## src/rtl/nibble_add_arbiter_pkg.sv

```systemverilog
// Shared types and constants for the round-robin nibble adder arbiter.
// Imported by the interface, the adder unit and the top.
package nibble_arb_pkg;

    typedef enum logic [1:0] {
        IDLE = 2'd0,
        EXEC = 2'd1,
        RESP = 2'd2
    } arbStateT;

    localparam int DEFAULT_N_REQ = 4;
    localparam int DEFAULT_W     = 4;

    // A single requester would still need one bit to carry its id.
    function automatic int idWidth(input int nReq);
        return (nReq > 1) ? $clog2(nReq) : 1;
    endfunction

endpackage

```

## src/rtl/nibble_add_arbiter_if.sv

```systemverilog
// Requester and consumer handshake bundle for nibble_add_arbiter.
// The master side drives requests and consumes results; the slave side is the arbiter.
interface nibble_add_arbiter_if
    import nibble_arb_pkg::*;
#(
    parameter int N_REQ = DEFAULT_N_REQ,
    parameter int W     = DEFAULT_W
);

    localparam int ID_W = idWidth(N_REQ);

    logic [N_REQ-1:0]   req_valid;
    logic [N_REQ*W-1:0] req_a;
    logic [N_REQ*W-1:0] req_b;
    logic [N_REQ-1:0]   req_ready;
    logic               rsp_valid;
    logic               rsp_ready;
    logic [ID_W-1:0]    rsp_id;
    logic [W-1:0]       rsp_sum;
    logic               rsp_carry;
    logic [7:0]         op_count;

    modport master (
        output req_valid, req_a, req_b, rsp_ready,
        input  req_ready, rsp_valid, rsp_id, rsp_sum, rsp_carry, op_count
    );

    modport slave (
        input  req_valid, req_a, req_b, rsp_ready,
        output req_ready, rsp_valid, rsp_id, rsp_sum, rsp_carry, op_count
    );

endinterface

```

## src/rtl/nibble_add_arbiter_adder_unit.sv

```systemverilog
// Registered W-bit adder producing a W+1-bit result.
// It loads on every clock edge while its enable is high.
module nibble_adder_unit #(
    parameter int W = 4
) (
    input  logic         clk,
    input  logic         reset,
    input  logic         en_i,
    input  logic [W-1:0] a_i,
    input  logic [W-1:0] b_i,
    output logic [W:0]   sum_o
);

    logic [W:0] sum_q;

    always_ff @(posedge clk or posedge reset) begin
        if (reset) begin
            sum_q <= '0;
        end else if (en_i) begin
            sum_q <= {1'b0, a_i} + {1'b0, b_i};
        end
    end

    assign sum_o = sum_q;

endmodule

```

## src/rtl/nibble_add_arbiter.sv

```systemverilog
// Round-robin arbiter that shares one registered adder among N_REQ requesters.
// The result is held, tagged with the owner's id, until the consumer takes it.
module nibble_add_arbiter
    import nibble_arb_pkg::*;
#(
    parameter int N_REQ = DEFAULT_N_REQ,
    parameter int W     = DEFAULT_W
) (
    input logic                 clk,
    input logic                 reset,
    nibble_add_arbiter_if.slave bus
);

    localparam int ID_W = idWidth(N_REQ);

    arbStateT        state_q, state_d;
    logic [ID_W-1:0] rrPtr_q, rrPtr_d;
    logic [ID_W-1:0] id_q, id_d;
    logic [W-1:0]    aOp_q, aOp_d;
    logic [W-1:0]    bOp_q, bOp_d;
    logic [7:0]      opCount_q, opCount_d;

    logic [ID_W-1:0]  cand;
    logic [ID_W-1:0]  winnerId;
    logic             winnerFound;
    logic [N_REQ-1:0] reqReady;
    logic             adderEn;
    logic [W:0]       sum;

    // N_REQ is a power of two, so wrapping the ID_W-bit add is the modulo rotation.
    always_comb begin
        cand        = '0;
        winnerId    = '0;
        winnerFound = 1'b0;
        for (int k = 0; k < N_REQ; k++) begin
            cand = rrPtr_q + ID_W'(k);
            if (!winnerFound && bus.req_valid[cand]) begin
                winnerFound = 1'b1;
                winnerId    = cand;
            end
        end
    end

    always_ff @(posedge clk or posedge reset) begin
        if (reset) begin
            state_q   <= IDLE;
            rrPtr_q   <= '0;
            id_q      <= '0;
            aOp_q     <= '0;
            bOp_q     <= '0;
            opCount_q <= '0;
        end else begin
            state_q   <= state_d;
            rrPtr_q   <= rrPtr_d;
            id_q      <= id_d;
            aOp_q     <= aOp_d;
            bOp_q     <= bOp_d;
            opCount_q <= opCount_d;
        end
    end

    always_comb begin
        state_d   = state_q;
        rrPtr_d   = rrPtr_q;
        id_d      = id_q;
        aOp_d     = aOp_q;
        bOp_d     = bOp_q;
        opCount_d = opCount_q;
        reqReady  = '0;
        adderEn   = 1'b0;
        case (state_q)
            IDLE: begin
                if (winnerFound) begin
                    reqReady[winnerId] = 1'b1;
                    id_d    = winnerId;
                    aOp_d   = bus.req_a[winnerId*W +: W];
                    bOp_d   = bus.req_b[winnerId*W +: W];
                    state_d = EXEC;
                end
            end
            EXEC: begin
                adderEn = 1'b1;
                state_d = RESP;
            end
            RESP: begin
                // The pointer only moves when a result is handed off, not at accept.
                if (bus.rsp_ready) begin
                    rrPtr_d   = id_q + 1'b1;
                    opCount_d = opCount_q + 8'd1;
                    state_d   = IDLE;
                end
            end
            default: state_d = IDLE;
        endcase
    end

    nibble_adder_unit #(.W(W)) u_adder (
        .clk   (clk),
        .reset (reset),
        .en_i  (adderEn),
        .a_i   (aOp_q),
        .b_i   (bOp_q),
        .sum_o (sum)
    );

    assign bus.req_ready = reset ? '0 : reqReady;
    assign bus.rsp_valid = (state_q == RESP);
    assign bus.rsp_id    = id_q;
    assign bus.rsp_sum   = sum[W-1:0];
    assign bus.rsp_carry = sum[W];
    assign bus.op_count  = opCount_q;

endmodule

```

## src/flat_wrapper.sv

```systemverilog
// flat-port wrapper written by rule: the top's interface ports become plain ports
module nibble_add_arbiter_flat import nibble_arb_pkg::*;
#(
    parameter int N_REQ = DEFAULT_N_REQ,
    parameter int W     = DEFAULT_W
)
  (clk, reset, bus_req_valid, bus_req_a, bus_req_b, bus_rsp_ready, bus_req_ready, bus_rsp_valid, bus_rsp_id, bus_rsp_sum, bus_rsp_carry, bus_op_count);
  nibble_add_arbiter_if #(.N_REQ(N_REQ), .W(W)) bus_i ();
  input logic clk;
  input logic reset;
  input wire logic [$bits(bus_i.req_valid)-1:0] bus_req_valid;
  input wire logic [$bits(bus_i.req_a)-1:0] bus_req_a;
  input wire logic [$bits(bus_i.req_b)-1:0] bus_req_b;
  input wire logic [$bits(bus_i.rsp_ready)-1:0] bus_rsp_ready;
  output wire logic [$bits(bus_i.req_ready)-1:0] bus_req_ready;
  output wire logic [$bits(bus_i.rsp_valid)-1:0] bus_rsp_valid;
  output wire logic [$bits(bus_i.rsp_id)-1:0] bus_rsp_id;
  output wire logic [$bits(bus_i.rsp_sum)-1:0] bus_rsp_sum;
  output wire logic [$bits(bus_i.rsp_carry)-1:0] bus_rsp_carry;
  output wire logic [$bits(bus_i.op_count)-1:0] bus_op_count;
  assign bus_i.req_valid = bus_req_valid;
  assign bus_i.req_a = bus_req_a;
  assign bus_i.req_b = bus_req_b;
  assign bus_i.rsp_ready = bus_rsp_ready;
  assign bus_req_ready = bus_i.req_ready;
  assign bus_rsp_valid = bus_i.rsp_valid;
  assign bus_rsp_id = bus_i.rsp_id;
  assign bus_rsp_sum = bus_i.rsp_sum;
  assign bus_rsp_carry = bus_i.rsp_carry;
  assign bus_op_count = bus_i.op_count;
  nibble_add_arbiter #(.N_REQ(N_REQ), .W(W)) u_core (.clk(clk), .reset(reset), .bus(bus_i));
endmodule
```

## config.mk

```make
export PLATFORM = sky130hd
export DESIGN_NAME = nibble_add_arbiter_flat
export DESIGN_NICKNAME = d
export VERILOG_FILES = /design/src/rtl/nibble_add_arbiter_pkg.sv /design/src/rtl/nibble_add_arbiter_if.sv /design/src/rtl/nibble_add_arbiter_adder_unit.sv /design/src/rtl/nibble_add_arbiter.sv /design/src/flat_wrapper.sv
export SDC_FILE = /design/constraint.sdc
export NUM_CORES = 1
export LEC_CHECK = 0
export BUFFER_PORTS_ARGS = -buffer_cell sky130_fd_sc_hd__clkbuf_2
export CAP_MARGIN = 25
export CORE_MARGIN = 1.5
export CORE_UTILIZATION = 50
export CTS_BUF_LIST = sky130_fd_sc_hd__clkbuf_4 sky130_fd_sc_hd__clkbuf_8
export DETAILED_ROUTE_END_ITERATION = 7
export PLACE_DENSITY = 0.82
export SLEW_MARGIN = 10
export SYNTH_ARGS = -nofsm -noshare
export SYNTH_HDL_FRONTEND = slang
export SYNTH_SLANG_ARGS = --single-unit
```

## constraint.sdc

```tcl
create_clock -name clk -period 1.7 [get_ports clk]
set_input_delay 0 -clock clk [delete_from_list [all_inputs] [get_ports clk]]
set_output_delay 0 -clock clk [all_outputs]
set_load 0.005 [all_outputs]
```

==> flow_metrics.env <==
export IMPL_status="complete, but fails checks"
export IMPL_clk_pin_slew_worst_paths_ns=0.16
export IMPL_yosysTopAreaCellShare=0.443
export IMPL_synth_top_cells_by_area="dfrtp_1 (44%), mux2i_1 (10%), o221ai_2 (7.9%), nand2_1 (4.4%), ha_1 (4.1%)"
export IMPL_timing_final_setup_violations=8
export IMPL_synthDistinctLibCells=31
export IMPL_initial_core_util=0.540
export IMPL_core_area_mm2=0.00283
export IMPL_final_critical_path_setup_slack_ns=-0.114
export IMPL_synth_enable_flop_cells=0
export IMPL_synth_seq_area_share=0.443
export IMPL_worst_skew_pair_latency_ns=0.35
export IMPL_cts_root_buffer_cell="clkbuf_4"
export IMPL_worstSetupPathType="flip-flop to output pin"
export IMPL_slew_headroom=0.776
export IMPL_wire_per_inst_um=19.1
export IMPL_place_worst_setup_slack_ns=0.115
export IMPL_cell_area_power_density_mw_per_mm2=1540
export IMPL_synth_most_common_cell="dfrtp_1"
export IMPL_gr_total_overflow=0
export IMPL_numClockSinks=27
export IMPL_worstPathMaxFanout=5
export IMPL_p_int_mw=2.17
export IMPL_clock_skew_ns=0.00666
export IMPL_rsz0062_at_grt="true"
export IMPL_syn_num_nets=185
export IMPL_yosys_area_top_type="dfrtp_1"
export IMPL_routed_wire_length_um=5260
export IMPL_final_min_period_over_clock_period=1.07
export IMPL_fmaxAchievable_mhz=551
export IMPL_leakage_nw=1.26
export IMPL_timing_max_transition_violations_final=0
export IMPL_post_synth_instance_area_mm2=0.00153
export IMPL_drtAntennaViolNets=0
export IMPL_period_needed_ns=1.81
export IMPL_initialDrtViolationCount=64
export IMPL_path_cells="a21oi_2, o32ai_2, buf_4, and4_1, clkbuf_2"
export IMPL_number_of_endpoints_with_negative_hold_slack_in_the_final_report=2
export IMPL_netlist_instances=140
export IMPL_first_global_vias=1587
export IMPL_dr_total_vias=1570
export IMPL_worstPathRequired_ns=1.70
export IMPL_crit_slowest_cell="dfrtp_1"
export IMPL_grt_start_max_net_pins=28
export IMPL_min_path_type="input pin to flip-flop"
export IMPL_slowest_delay_ns=0.47
export IMPL_ctsHtreeMaxLevel=1
export IMPL_num_io_pins=59
export IMPL_switching_power_mw=1.54
export IMPL_drive_above_1_share=0.429
export IMPL_dpl_hpwl_um=2590
export IMPL_power_frac_comb=0.607
export IMPL_synth_ff_latch_count=27
export IMPL_num_fill_cells=142
export IMPL_globalplace_congestion=0.743
export IMPL_clockBufferDepth=2
export IMPL_cts_tree="done"
export IMPL_finish_instance_area_mm2=0.00241
export IMPL_cp_data_arrival_time_ns=1.81
export IMPL_full_die_area_mm2=0.00339
export IMPL_cts_buffers_inserted=3
export IMPL_synth_top_family_by_area="compound AO/OA/AOI/OAI gates"
export IMPL_dr_pass1_iters=6
export IMPL_util_after_layout=0.854
export IMPL_ys_top_cells_by_count="dfrtp_1 (27), nand2_1 (18), mux2i_1 (16)"
export IMPL_syn_mean_instance_area_um2=10.9
export IMPL_relative_area_change_from_synthesis_to_final_layout_pct=58.2
export IMPL_yosysWarnings=0
export IMPL_smallest_hold_slack_ns=-0.0179
export IMPL_chipHeight_um=58.3
export IMPL_route_detailed_vias_per_inst=5.69
export IMPL_violations="design-rule violations, negative hold slack, negative setup slack"
export IMPL_grt_total_usage=0.303
export IMPL_chipWidth_um=58.3
export IMPL_postSynth_topFlopCell="dfrtp_1"
export IMPL_power_sequential_fraction=0.311
export IMPL_ir_drop_mv=1.14
export IMPL_synth_xor_area_share=0.0574
export IMPL_synthAdderAreaFrac=0.0541
export IMPL_global_route_wire_length_before_repair_um=7600
export IMPL_synth_compound_gate_area_share=0.152
export IMPL_muxShareOfSynthArea=0.120
export IMPL_post_route_drc_count=3
export IMPL_std_cell_rows=19
export IMPL_synth_async_sr_flop_share=1.00
export IMPL_synth_simple_area_share=0.138
export IMPL_grt_antenna_before_repair=0
export IMPL_netSwitchingFraction=0.416
export IMPL_antenna_cells=0
export IMPL_crit_path_end_kind="output pin"
export IMPL_clkPwrFrac=0.082
export IMPL_postPlaceCellArea_mm2=0.00188
export IMPL_max_cap_viol_count=0
export IMPL_port_buffers=58
export IMPL_worst_slew_pin_slew_ns=0.336
export IMPL_final_net_count=291
export IMPL_setup_worst_path_start_class="flip-flop"
per-stage QoR:
step	hold WS [ns]	power [mW]	setup TNS (ns)	instances
after floorplan	0.0334	2.22	0	140
after global placement	0.110	2.62	0	228
after detailed placement	0.134	2.71	0	228
after CTS	0.00128	3.38	-0.00161	271
after global routing	0.000903	3.94	-0.836	276
final	-0.0179	3.71	-0.455	276
cell type report:
type / instances / area, µm² / area share
clock buffer: 3 / 22.5 / 0.00933
clock inverter: 1 / 7.51 / 0.00311
timing repair buffer: 107 / 788 / 0.326
sequential: 27 / 676 / 0.280
tap: 31 / 38.8 / 0.0161
inverter: 7 / 26.3 / 0.0109
multi-input combinational: 100 / 856 / 0.354
power by group through the flow:
stage	Sequential (mW)	Clock (mW)	Combinational (mW)
6_report	1.15	0.304	2.25
5_1_grt	1.18	0.332	2.43
4_1_cts	1.12	0.297	1.96
3_5_place_dp	1.14	0	1.57
3_3_place_gp	1.12	0	1.50
2_1_floorplan	1.11	0	1.11
critical path, delay by kind of cell (launching register included):
| kind | cells | cell delay (ns) |
|---|---|---|
| flip-flops | 1 | 0.47 |
| AO/OA/AOI/OAI | 2 | 0.42 |
| AND/OR/NAND/NOR | 1 | 0.22 |
| buffers and inverters | 2 | 0.36 |
sequential cells by signal, indices dropped and copies added (netlist names):
name and count:
u_core.bus.op_count 8, u_core.bOp_q 4, u_core.rrPtr_q 2, u_core.bus.rsp_id 2
u_core.u_adder.sum_o 5, u_core.state_q 2, u_core.aOp_q 4
cells by family after synthesis:
group,after synthesis
buffers and inverters,13
xor gates and xnor gates,10
DFF,27
and+or+nand+nor,41
muxes,18
AOI/OAI and AO/OA,25
adders and majority gates,6
cells in the final DEF (no fill, tap or decap), types with 2 or more instances in the layout:
cell / count
clkbuf_2: 56
dlygate4sd3_1: 29
dfrtp_1: 27
nand2_1: 18
buf_4: 16
mux2i_1: 14
o221ai_2: 8
inv_1: 7
o21ai_0: 7
xnor2_1: 5
xor2_1: 5
ha_1: 5
nand3_1: 4
nand2b_1: 3
a21o_1: 3
clkbuf_4: 3
mux2_2: 2
nor2b_1: 2
o21ai_1: 2
mux2i_2: 2
nor2_1: 2
a21oi_1: 2
buf_2: 2
buf_12: 2
path summary, 6_finish.rpt:
kind	slack [ns]	endpoint	depth (start not counted)	start
max in group asynchronous	1.04	u_core.bus.op_count[1]$_DFFE_PP0P_	4	reset
worst max-delay path	-0.11	bus_req_ready[0]	5	u_core.rrPtr_q[1]$_DFFE_PP0P_
min in group asynchronous	0.41	u_core.aOp_q[3]$_DFFE_PP0P_	4	reset
worst min-delay path	-0.02	u_core.bOp_q[1]$_DFFE_PP0P_	3	bus_req_b[13]
worst max register to register	-0.06	u_core.bOp_q[2]$_DFFE_PP0P_	6	u_core.rrPtr_q[0]$_DFFE_PP0P_
worst min register to register	0.49	u_core.bus.op_count[7]$_DFFE_PP0P_	1	u_core.bus.op_count[7]$_DFFE_PP0P_
layer usage:
layer  wire [µm]  up-vias  track usage
met1        1860      742        0.356
met5           0        -            0
met4         206        0       0.0930
met2        2830       99        0.568
met3         357       21       0.0424
li1            -      708            -
what timing repair did:
action                                  4_1_cts  5_1_grt
buffers inserted                              9        5
pin swaps                                     1        1
endpoints found under the setup margin        4       13
endpoints found under the hold margin        37        0
gates resized for setup                       7       10
cloned                                        1        0
hold buffers                                 29        0
No activity file was read; power rests on OpenSTA's default activity.
